==> config.mk <==
export PLATFORM = sky130hd
export DESIGN_NAME = nave_ctrl
export DESIGN_NICKNAME = d
export VERILOG_FILES = /design/src/rtl/nave_pkg.sv /design/src/rtl/sync_edge.sv /design/src/rtl/nave_ctrl.sv
export SDC_FILE = /design/constraint.sdc
export NUM_CORES = 1
export LEC_CHECK = 0
export CORE_MARGIN = 2
export CORE_UTILIZATION = 50
export CTS_CLUSTER_SIZE = 20
export DETAILED_ROUTE_END_ITERATION = 10
export PLACE_DENSITY = 0.75
export SLEW_MARGIN = 20
export SYNTH_ARGS = -nofsm -noshare
export SYNTH_HDL_FRONTEND = slang
export SYNTH_SLANG_ARGS = --single-unit
==> constraint.sdc <==
create_clock -name clk -period 3.25 [get_ports clk]
set_clock_uncertainty 0.1 [all_clocks]
set_input_delay 0.65 -clock clk [delete_from_list [all_inputs] [get_ports clk]]
set_output_delay 0.65 -clock clk [all_outputs]
set_load 0.01 [all_outputs]
==> src/rtl/nave_pkg.sv <==
// Shared game definitions for the player ship controller: state encoding,
// screen and sprite dimensions, and datapath widths.
package nave_pkg;

   typedef enum logic [1:0] {
      ST_ALIVE     = 2'd0,
      ST_DEAD      = 2'd1,
      ST_GAME_OVER = 2'd2
   } nave_state_t;

   localparam int SCREEN_W_DEF   = 640;
   localparam int SPRITE_W_DEF   = 32;
   localparam int POS_W          = 10;
   localparam int CLAMP_W        = 11;
   localparam int CNT_W          = 8;
   localparam int SHOT_Y_OFFSET  = 8;
   localparam int START_LIVES    = 3;

endpackage

==> src/rtl/sync_edge.sv <==
// Two-flop synchronizer for an asynchronous input, with single-cycle
// rise and fall pulses derived from the synchronized level.
module sync_edge (
   input  logic clk,
   input  logic reset,
   input  logic din,
   output logic level,
   output logic rise,
   output logic fall
);

   logic meta;
   logic stable;
   logic prev;

   // Metastability chain plus one delayed copy used for edge detection.
   always_ff @(posedge clk or negedge reset) begin
      if (!reset) begin
         meta   <= 1'b0;
         stable <= 1'b0;
         prev   <= 1'b0;
      end else begin
         meta   <= din;
         stable <= meta;
         prev   <= stable;
      end
   end

   assign level = stable;
   assign rise  = stable & ~prev;
   assign fall  = ~stable & prev;

endmodule

==> src/rtl/nave_ctrl.sv <==
// Player ship controller: per-frame movement with edge clamping, a single
// shot in flight, hit/respawn handling and a lives counter ending the game.
module nave_ctrl
   import nave_pkg::*;
#(
   parameter int SCREEN_W       = SCREEN_W_DEF,
   parameter int SPRITE_W       = SPRITE_W_DEF,
   parameter int SPEED          = 4,
   parameter int SHOT_SPEED     = 8,
   parameter int START_X        = 304,
   parameter int START_Y        = 448,
   parameter int RESPAWN_FRAMES = 60
) (
   input  logic             clk,
   input  logic             reset,
   input  logic             vsync,
   input  logic             btn_left,
   input  logic             btn_right,
   input  logic             btn_fire,
   input  logic             hit,
   input  logic             shot_clear,
   output logic [POS_W-1:0] sprite_x,
   output logic [POS_W-1:0] sprite_y,
   output logic [POS_W-1:0] shot_x,
   output logic [POS_W-1:0] shot_y,
   output logic             shot_active,
   output logic             ship_visible,
   output logic [1:0]       lives,
   output logic             game_over
);

   localparam logic [CLAMP_W-1:0] X_MAX       = CLAMP_W'(SCREEN_W - SPRITE_W);
   localparam logic [CLAMP_W-1:0] STEP        = CLAMP_W'(SPEED);
   localparam logic [POS_W-1:0]   SHOT_STEP   = POS_W'(SHOT_SPEED);
   localparam logic [POS_W-1:0]   SHOT_X_OFS  = POS_W'(SPRITE_W / 2 - 1);
   localparam logic [POS_W-1:0]   SHOT_Y_LOAD = POS_W'(START_Y - SHOT_Y_OFFSET);
   localparam logic [CNT_W-1:0]   RESPAWN_CNT = CNT_W'(RESPAWN_FRAMES);

   nave_state_t      state;
   logic [CNT_W-1:0] counter;
   logic [CNT_W-1:0] cnt_dec;
   logic             fire_pending;

   logic frame_tick;
   logic left;
   logic right;
   logic fire_rise;

   logic vsync_level_unused;
   logic vsync_fall_unused;
   logic left_rise_unused;
   logic left_fall_unused;
   logic right_rise_unused;
   logic right_fall_unused;
   logic fire_level_unused;
   logic fire_fall_unused;

   logic [CLAMP_W-1:0] x_ext;
   logic [CLAMP_W-1:0] x_left;
   logic [CLAMP_W-1:0] x_right;
   logic [CLAMP_W-1:0] x_next;

   sync_edge u_sync_vsync (
      .clk   (clk),
      .reset (reset),
      .din   (vsync),
      .level (vsync_level_unused),
      .rise  (frame_tick),
      .fall  (vsync_fall_unused)
   );

   sync_edge u_sync_left (
      .clk   (clk),
      .reset (reset),
      .din   (btn_left),
      .level (left),
      .rise  (left_rise_unused),
      .fall  (left_fall_unused)
   );

   sync_edge u_sync_right (
      .clk   (clk),
      .reset (reset),
      .din   (btn_right),
      .level (right),
      .rise  (right_rise_unused),
      .fall  (right_fall_unused)
   );

   sync_edge u_sync_fire (
      .clk   (clk),
      .reset (reset),
      .din   (btn_fire),
      .level (fire_level_unused),
      .rise  (fire_rise),
      .fall  (fire_fall_unused)
   );

   assign sprite_y = POS_W'(START_Y);
   assign cnt_dec  = counter - CNT_W'(1);

   // Widened position so both clamps are computed without wrap-around.
   assign x_ext   = {1'b0, sprite_x};
   assign x_left  = (x_ext < STEP) ? '0 : x_ext - STEP;
   assign x_right = ((x_ext + STEP) > X_MAX) ? X_MAX : x_ext + STEP;

   // Horizontal move request: exactly one direction pressed moves, else hold.
   always_comb begin
      x_next = x_ext;
      if (left && !right) begin
         x_next = x_left;
      end else if (right && !left) begin
         x_next = x_right;
      end
   end

   // Game state machine with all position, shot and status outputs registered.
   always_ff @(posedge clk or negedge reset) begin
      if (!reset) begin
         state        <= ST_ALIVE;
         sprite_x     <= POS_W'(START_X);
         shot_active  <= 1'b0;
         shot_x       <= '0;
         shot_y       <= '0;
         lives        <= 2'(START_LIVES);
         game_over    <= 1'b0;
         ship_visible <= 1'b1;
         fire_pending <= 1'b0;
         counter      <= '0;
      end else begin
         if (shot_clear) begin
            shot_active <= 1'b0;
         end else if (frame_tick && shot_active) begin
            if (shot_y < SHOT_STEP) begin
               shot_active <= 1'b0;
            end else begin
               shot_y <= shot_y - SHOT_STEP;
            end
         end

         case (state)
            ST_ALIVE: begin
               if (hit) begin
                  state        <= ST_DEAD;
                  counter      <= RESPAWN_CNT;
                  ship_visible <= RESPAWN_CNT[3];
                  fire_pending <= 1'b0;
               end else begin
                  if (frame_tick) begin
                     sprite_x <= x_next[POS_W-1:0];
                     if (fire_pending) begin
                        fire_pending <= 1'b0;
                        if (!shot_active && !shot_clear) begin
                           shot_active <= 1'b1;
                           shot_x      <= sprite_x + SHOT_X_OFS;
                           shot_y      <= SHOT_Y_LOAD;
                        end
                     end
                  end
                  if (fire_rise) begin
                     fire_pending <= 1'b1;
                  end
               end
            end
            ST_DEAD: begin
               if (frame_tick) begin
                  if (counter <= CNT_W'(1)) begin
                     counter <= '0;
                     lives   <= lives - 2'd1;
                     if (lives <= 2'd1) begin
                        state        <= ST_GAME_OVER;
                        game_over    <= 1'b1;
                        ship_visible <= 1'b0;
                     end else begin
                        state        <= ST_ALIVE;
                        sprite_x     <= POS_W'(START_X);
                        ship_visible <= 1'b1;
                     end
                  end else begin
                     counter      <= cnt_dec;
                     ship_visible <= cnt_dec[3];
                  end
               end
            end
            ST_GAME_OVER: begin
               game_over    <= 1'b1;
               ship_visible <= 1'b0;
            end
            default: begin
               state <= ST_ALIVE;
            end
         endcase
      end
   end

endmodule
==> results of run 1 <==
==> cells in the mapped netlist, types with 3 or more instances <==
cell	n	area share
inv_1	13	0.017
a31oi_1	5	0.011
o21ai_0	19	0.032
clkbuf_1	8	0.010
buf_4	18	0.046
and3_1	3	0.0064
nor2b_1	3	0.0064
xnor2_1	7	0.021
xor2_1	3	0.0090
dfrtp_1	44	0.38
or3_1	9	0.019
buf_2	5	0.0085
nand2_1	42	0.054
mux2i_1	3	0.010
dfstp_2	6	0.054
o31ai_1	5	0.013
o22ai_1	3	0.0064
nand2b_1	4	0.0085
nor2_1	30	0.038
o21ai_1	3	0.0051
o311ai_0	3	0.0090
nor4_1	3	0.0064
mux2_2	3	0.012
o211ai_1	3	0.0077
nand3_1	6	0.010
a21oi_1	21	0.036
nor3_1	16	0.027
ha_1	8	0.034
==> per-stage QoR <==
stage	worst slack, ps	utilization	instance area (µm²)	total power [W]	std cells
detailed placement	570	0.586	3270	0.000917	427
floorplan	1030	-	2980	0.000859	346
global route	373	0.604	3370	0.00136	435
CTS	557	0.604	3370	0.00131	435
finish	548	0.604	3370	0.00129	435
global placement	670	0.586	3270	0.000913	427
==> flip-flops by register name, summed over array words and instances, names as in the netlist, 2 cells and up <==
register and flops:
sprite_x 8, lives 2, shot_y 7, shot_x 9, state 2, counter 8
==> kinds of logic (layout without fill, tap and decap cells) <==
kind of cell | Yosys count | after routing | share of synthesized area
AO/OA/AOI/OAI | 87 | 87 | 0.200
XOR/XNOR | 10 | 10 | 0.0299
adder cells (fa/ha/maj) | 8 | 8 | 0.0342
buffers and inverters | 45 | 62 | 0.0828
flip-flops | 50 | 50 | 0.430
multiplexers | 6 | 6 | 0.0218
other | 2 | 15 | 0.00256
AND/OR/NAND/NOR | 125 | 125 | 0.199
==> worst max path at each step <==
stage	slack (ps)	cells after the start	end	start
floorplan	1030	7	sprite_x[7]	sprite_x[4]
global placement	670	8	sprite_x[7]	sprite_x[2]
detailed placement	570	8	sprite_x[7]	sprite_x[2]
CTS	560	8	sprite_x[7]	sprite_x[2]
global route	370	8	sprite_x[7]	sprite_x[2]
finish	550	8	sprite_x[7]	sprite_x[2]
==> where the power goes <==
group	leakage (nW)	total (W)	switching, W	internal, W
Sequential	0.623	0.000720	0.0000531	0.000667
Combinational	0.709	0.000186	0.0000975	0.0000889
Clock	0.0514	0.000386	0.000211	0.000175
Total	1.38	0.00129	0.000362	0.000932
==> metal layers <==
layer / routed length [µm] / part of all wire / GRT usage / up-vias
li1: - / - / - / 1205
met1: 2740 / 0.45 / 0.279 / 1154
met2: 2950 / 0.49 / 0.333 / 73
met3: 284 / 0.047 / 0.0270 / 8
met4: 78 / 0.013 / 0.0814 / 0
met5: 0 / 0 / 0 / -
==> cell usage in the layout, fill, tap and decap left out, types with 4 or more instances in the layout <==
master / instances
nand2_1: 42
dfstp_2: 6
xnor2_1: 7
conb_1: 15
ha_1: 8
clkdlybuf4s50_1: 36
inv_1: 13
o31ai_1: 5
nand2b_1: 4
clkbuf_8: 6
dfrtp_1: 44
a31oi_1: 5
o21ai_0: 19
nor2_1: 30
nand3_1: 6
or3_1: 9
nor3_1: 16
a21oi_1: 21
==> cell type report <==
type | count | area, µm² | area share
clock buffer | 6 | 82.6 | 0.0245
clock inverter | 2 | 17.5 | 0.00520
inverter | 14 | 52.6 | 0.0156
multi-input combinational | 251 | 1480 | 0.439
sequential | 50 | 1260 | 0.374
tap | 72 | 90.1 | 0.0268
timing repair buffer | 40 | 388 | 0.115
==> run metrics, run 1 <==
crit-path max FO=15; Lkg Pwr=1.38 nW; Fillers=493; crit path time final=2700 ps; WL/cell=13.9 µm; DRT Wirelength=6050 µm; Reg2Reg Depth=8; worst vdd ir=346 µV; crit path DAT=2780 ps; post-synth cell types=56; setup violation total in the final timing report=0; Hold WC Path Type=input pin to asynchronous set/reset pin; pin count of the biggest net entering global routing=27; R2R Path End=sprite_x[7]; H-Tree Depth=2; Final Hold Vio Count=0; Die ar.=6490 µm²; vias=2,440; Pwr Density=384 nW/µm²; post-CTS sizing=0; clk buf depth=2; Max Cap Viol=0; cts hold-fix bufs=0; Syn Inst Count=333; CP dominant cell by count=a2bb2oi_2; Netlist Area Pre-Place=2930 µm²; hold slack=219 ps; CP max stage delay=620 ps; antenna violations before repair=0; CP Class=register to register; gr usage total=0.206; Slew @ Worst Pin=586 ps; critical-path cell list=ha_1, and3b_1, o221ai_1, o21a_1, a221o_1, a2bb2oi_2, a2bb2oi_2, o31ai_1; critical path's slowest cell=dfrtp_1; Slew Limit Headroom=0.609; Critical Path RT=3320 ps; f_max=370 MHz; R2R Path Start=sprite_x[2]; CP Buf/Inv Count=0; Clock Sinks=50; DRT iter0 DRCs=180; core box area=5570 µm²; setup_tns=0 ps; CTS clk-pin slew, worst paths=90 ps; R2R setup slack=550 ps; Post-synth EDFFs=0; Site Rows=27; remaining antenna violation count after routing=0; clk_lat worst skew=300 ps; nets=378; Post-synth top flop=dfrtp_1; Starting Density=0.526; kind of start point of the critical path=register; dpl hpwl=4310 µm; register area share after synthesis=0.430; Setup crit end kind=register; 1st-pass router iterations=4; TritonCTS clock tree=done; total CTS buffers=5; RSZ-0062 raised after global routing=false; io pins=53; DRC=0; synth warn=0; port bufs=37; crit share post-route=0.831; synthesis-stage register bit count=50; ratio of cells with drive above 1 in the final layout=0.0799; asr flop ratio synth=1.00; Die H=80.6 µm; DR vias/cell=5.61; Post-CTS Setup Bufs=0; vias in the first global route=2,309; CP top delay family=compound AO/OA/AOI/OAI gates; Slew Viols, Final=0; synth-to-layout area growth=14.9%; # diodes=0; Root Buffer=clkbuf_8; first-pass GRT wire length=10,500 µm; status=completed; RD Place Congestion=0.906; syn avg cell area=8.80 µm²; Die Span X=80.6 µm; grt ovf=0
(Power assumes the default switching activity.)
==> run 2, diff against run 1 <==
- CORE_UTILIZATION: 50 -> 48
- clock period: 3.25 -> 2.3 ns (I/O delays scaled with it)
==> run metrics, run 2 (same netlist as run 1, synthesis figures left out) <==
fin cells=466; clk buf depth=2; met3 Usage GRT=0.0337; routing usage on met2=0.365; R2R Path End=sprite_x[4]; CTS clk-pin slew, worst paths=100 ps; TritonCTS clock tree=done; remaining antenna violation count after routing=0; gr usage total=0.216; first-pass GRT wire length=11,400 µm; hold slack=46.7 ps; post-route core utilization=0.614; # placed instances=455; status=completed; pin count of the biggest net entering global routing=27; most frequent cells in the layout=dfrtp_1, nand2_1, clkdlybuf4s50_1, nor2_1, buf_4; setup violation total in the final timing report=0; vias in the first global route=2,499; vias=2,562; crit-path max FO=8; Die ar.=6750 µm²; Root Buffer=clkbuf_8; Reg2Reg Depth=7; Die Span X=82.1 µm; crit path time final=2270 ps; crit share post-route=0.989; Slew Limit Headroom=0.601; DRT iter0 DRCs=209; Largest register FFs=9; RD Place Congestion=0.883; DR vias/cell=5.50; Critical Path RT=2430 ps; kind of start point of the critical path=register; io pins=53; grt ovf=0; Setup crit end kind=register; dpl hpwl=4910 µm; clk_lat worst skew=300 ps; nets=406; # diodes=0; biggest regs=shot_x x9, counter x8, sprite_x x8; ratio of cells with drive above 1 in the final layout=0.166; DRT Wirelength=6930 µm; CP Class=register to register; Site Rows=28; commonest non-fill, non-tap cell in the layout=dfrtp_1; grt met1 use=0.288; Reg with most FFs=shot_x; busiest layer in global routing=met2; worst vdd ir=441 µV; R2R Path Start=sprite_x[4]; R2R setup slack=30 ps; RSZ-0062 raised after global routing=true; CP endpoint=sprite_x[4]; Slew @ Worst Pin=595 ps; Final Hold Vio Count=0; WL/cell=14.9 µm; total CTS buffers=5; crit path DAT=2410 ps; port bufs=37; synth-to-layout area growth=24.1%; Slew Viols, Final=0; 1st-pass router iterations=4; Hold WC Path Type=input pin to asynchronous set/reset pin; core box area=5920 µm²; Clock Sinks=50; Lkg Pwr=1.52 nW; Pwr Density=505 nW/µm²; antenna violations before repair=0; DRC=0; H-Tree Depth=2; Die H=82.1 µm; f_max=440 MHz; Starting Density=0.495; Max Cap Viol=0; Worst Setup SP=sprite_x[4]
-- run 2: cell count changes in the layout (fill, tap and decap cells not counted), moves of 2 or more --
cell      before  now
clkinv_4       2    0
nor3_1        16   13
buf_4          3   30
clkinv_2       0    2
nor3_2         0    3
-- run 2: repair_timing --
| action | in CTS | in global routing |
|---|---|---|
| setup endpoints to repair | 2 | 5 |
| resized for setup | 1 | 9 |
| hold buffers | 0 | 0 |
| pin swaps | 0 | 7 |
| setup buffers | 0 | 3 |
-- run 2: area by class of cell --
class | instances | area, µm²
Clock buffer | 5 | 68.8
Clock inverter | 3 | 18.8
Fill cell | 507 | 2280
Inverter | 14 | 52.6
Multi-Input combinational cell | 251 | 1530
Sequential cell | 50 | 1260
Tap cell | 75 | 93.8
Timing Repair Buffer | 68 | 613
-- run 2: where the power goes --
group / internal, W / total [W] / switching (W)
combinational: 0.000143 / 0.000301 / 0.000158
clock: 0.000215 / 0.000523 / 0.000307
sequential: 0.000943 / 0.00101 / 0.0000695
total: 0.00130 / 0.00184 / 0.000535
-- run 2: per-stage QoR --
step | setup TNS, ps | instance area, µm² | setup WS (ps) | power, W
final | 0 | 3640 | 25.9 | 0.00184
after global routing | -203 | 3640 | -64.0 | 0.00193
after CTS | 0 | 3570 | 0.651 | 0.00184
after detailed placement | -5.54 | 3470 | -5.54 | 0.00132
after global placement | 0 | 3470 | 56.1 | 0.00131
after floorplan | 0 | 2980 | 77.3 | 0.00121
-- run 2: per-layer routing --
layer | vias up | part of all wire
met5 | - | 0
met4 | 0 | 0.011
met3 | 6 | 0.042
met2 | 74 | 0.49
met1 | 1223 | 0.45
li1 | 1259 | -
-- run 2: worst min path at each step --
stage,start,slack [ps],to
floorplan,reset,60,counter[0]
global placement,u_sync_left.meta,230,u_sync_left.level
detailed placement,u_sync_vsync.meta,240,u_sync_vsync.level
CTS,reset,60,u_sync_fire.meta
finish,reset,50,u_sync_fire.meta
global route,reset,90,u_sync_fire.meta
-- run 2: critical path: stages (launching register included) --
cell and delay (ps):
dfstp_2 630, inv_2 50, or3_4 360, o21a_1 190
a221o_1 380, buf_4 170, a41oi_2 220, o22ai_1 100
==> run 3, diff against run 2 <==
- CORE_UTILIZATION: 48 -> 50
- SKIP_CTS_REPAIR_TIMING: default -> 1
- clock period: 2.3 -> 2.8 ns (I/O delays scaled with it)
==> run metrics, run 3 (same netlist as run 1, synthesis figures left out) <==
status=completed; setup violation total in the final timing report=0; vias=2,493; Slew Viols, Final=0; crit path DAT=2640 ps; pin count of the biggest net entering global routing=51; port bufs=37; crit-path max FO=14; R2R Path End=sprite_x[7]; total CTS buffers=5; met2 routed WL=2960 µm; DRT Wirelength=6290 µm; commonest non-fill, non-tap cell in the layout=dfrtp_1; setup_tns=0 ps; most frequent cells in the layout=dfrtp_1, nand2_1, clkdlybuf4s50_1, nor2_1, a21oi_1; TritonCTS clock tree=done; crit share post-route=0.915; grt ovf=0; Setup crit end kind=register; Root Buffer=clkbuf_8; Die ar.=6490 µm²; Clock Sinks=50; CTS clk-pin slew, worst paths=100 ps; hold slack=249 ps; RD Place Congestion=0.975; H-Tree Depth=2; vias in the first global route=2,327; Starting Density=0.526; kind of start point of the critical path=register; crit path time final=2560 ps; nets=383; clk_lat worst skew=300 ps; Die H=80.6 µm; R2R Path Start=sprite_x[3]; f_max=390 MHz; Lkg Pwr=1.40 nW; Critical Path RT=2880 ps; antenna violations before repair=0; synth-to-layout area growth=16.2%; Final Hold Vio Count=0; 1st-pass router iterations=5; Hold WC Path Type=input pin to asynchronous set/reset pin; Reg with most FFs=shot_x; clk buf depth=2; biggest regs=shot_x x9, counter x8, sprite_x x8; Slew Limit Headroom=0.573; gr usage total=0.208; remaining antenna violation count after routing=0; R2R setup slack=240 ps; dpl hpwl=4480 µm; worst vdd ir=377 µV; DR top layer=met4; Max Cap Viol=0; Pwr Density=443 nW/µm²; DR vias/cell=5.67; ratio of cells with drive above 1 in the final layout=0.0951; # diodes=0; met3 wire len=294 µm; Fillers=513; Reg2Reg Depth=8; Slew @ Worst Pin=641 ps; RSZ-0062 raised after global routing=false; Largest register FFs=9; Die Span X=80.6 µm; Site Rows=27; first-pass GRT wire length=10,700 µm; DRC=0; WL/cell=14.3 µm; core box area=5570 µm²; DRT iter0 DRCs=236; CP Class=register to register; routed length on met1=2930 µm; io pins=53
-- run 3: cell types whose count changed in the layout (fill, tap and decap cells not counted), sizes merged --
cell and delta:
dlymetal6s2s -1, clkinvlp +1, buf -23, clkdlybuf4s50 +1, clkinv -2, clkbuf +1
-- run 3: worst max path at each step --
stage	start	endpoint	slack, ps	cells past startpoint
after floorplan	sprite_x[4]	sprite_x[7]	580	7
after global placement	sprite_x[3]	sprite_x[7]	300	8
after detailed placement	sprite_x[3]	sprite_x[7]	210	8
after CTS	sprite_x[3]	sprite_x[7]	170	8
after global routing	sprite_x[2]	sprite_x[5]	90	10
final	sprite_x[3]	sprite_x[7]	240	8
-- run 3: critical path, stage by stage, from the launching register on --
cell and delay (ps):
dfrtp_1 540, ha_2 400, and3b_1 200, o221ai_1 120
o21a_1 140, a221o_1 400, a2bb2oi_2 270, a2bb2oi_2 190
o31ai_1 80
-- run 3: cell type report --
class                      instances  area, µm²  share of cell area
inverter                          14       52.6              0.0154
multi-input combinational        251       1480               0.435
clock inverter                     2       16.3             0.00478
clock buffer                       6       82.6              0.0242
tap                               72       90.1              0.0265
timing repair buffer              45        425               0.125
sequential                        50       1260               0.370
-- run 3: report_power, final --
| group | switching [W] | internal (W) |
|---|---|---|
| clock network | 0.000250 | 0.000204 |
| registers | 0.0000623 | 0.000775 |
| logic | 0.000113 | 0.000104 |
| total | 0.000426 | 0.00108 |
-- run 3: per-stage QoR --
stage,power [W],worst slack [ps],area [µm²],std cells,util
after floorplan,0.000997,577,2980,346,-
after global placement,0.00106,303,3300,432,0.593
after detailed placement,0.00107,207,3300,432,0.593
after CTS,0.00152,169,3400,440,0.611
after global routing,0.00158,85.9,3410,440,0.611
final,0.00151,237,3410,440,0.611
-- run 3: metal layers --
layer,global-route usage,vias up
li1,-,1225
met1,0.284,1185
met2,0.341,69
met3,0.0303,14
met4,0.0695,0
met5,0,-
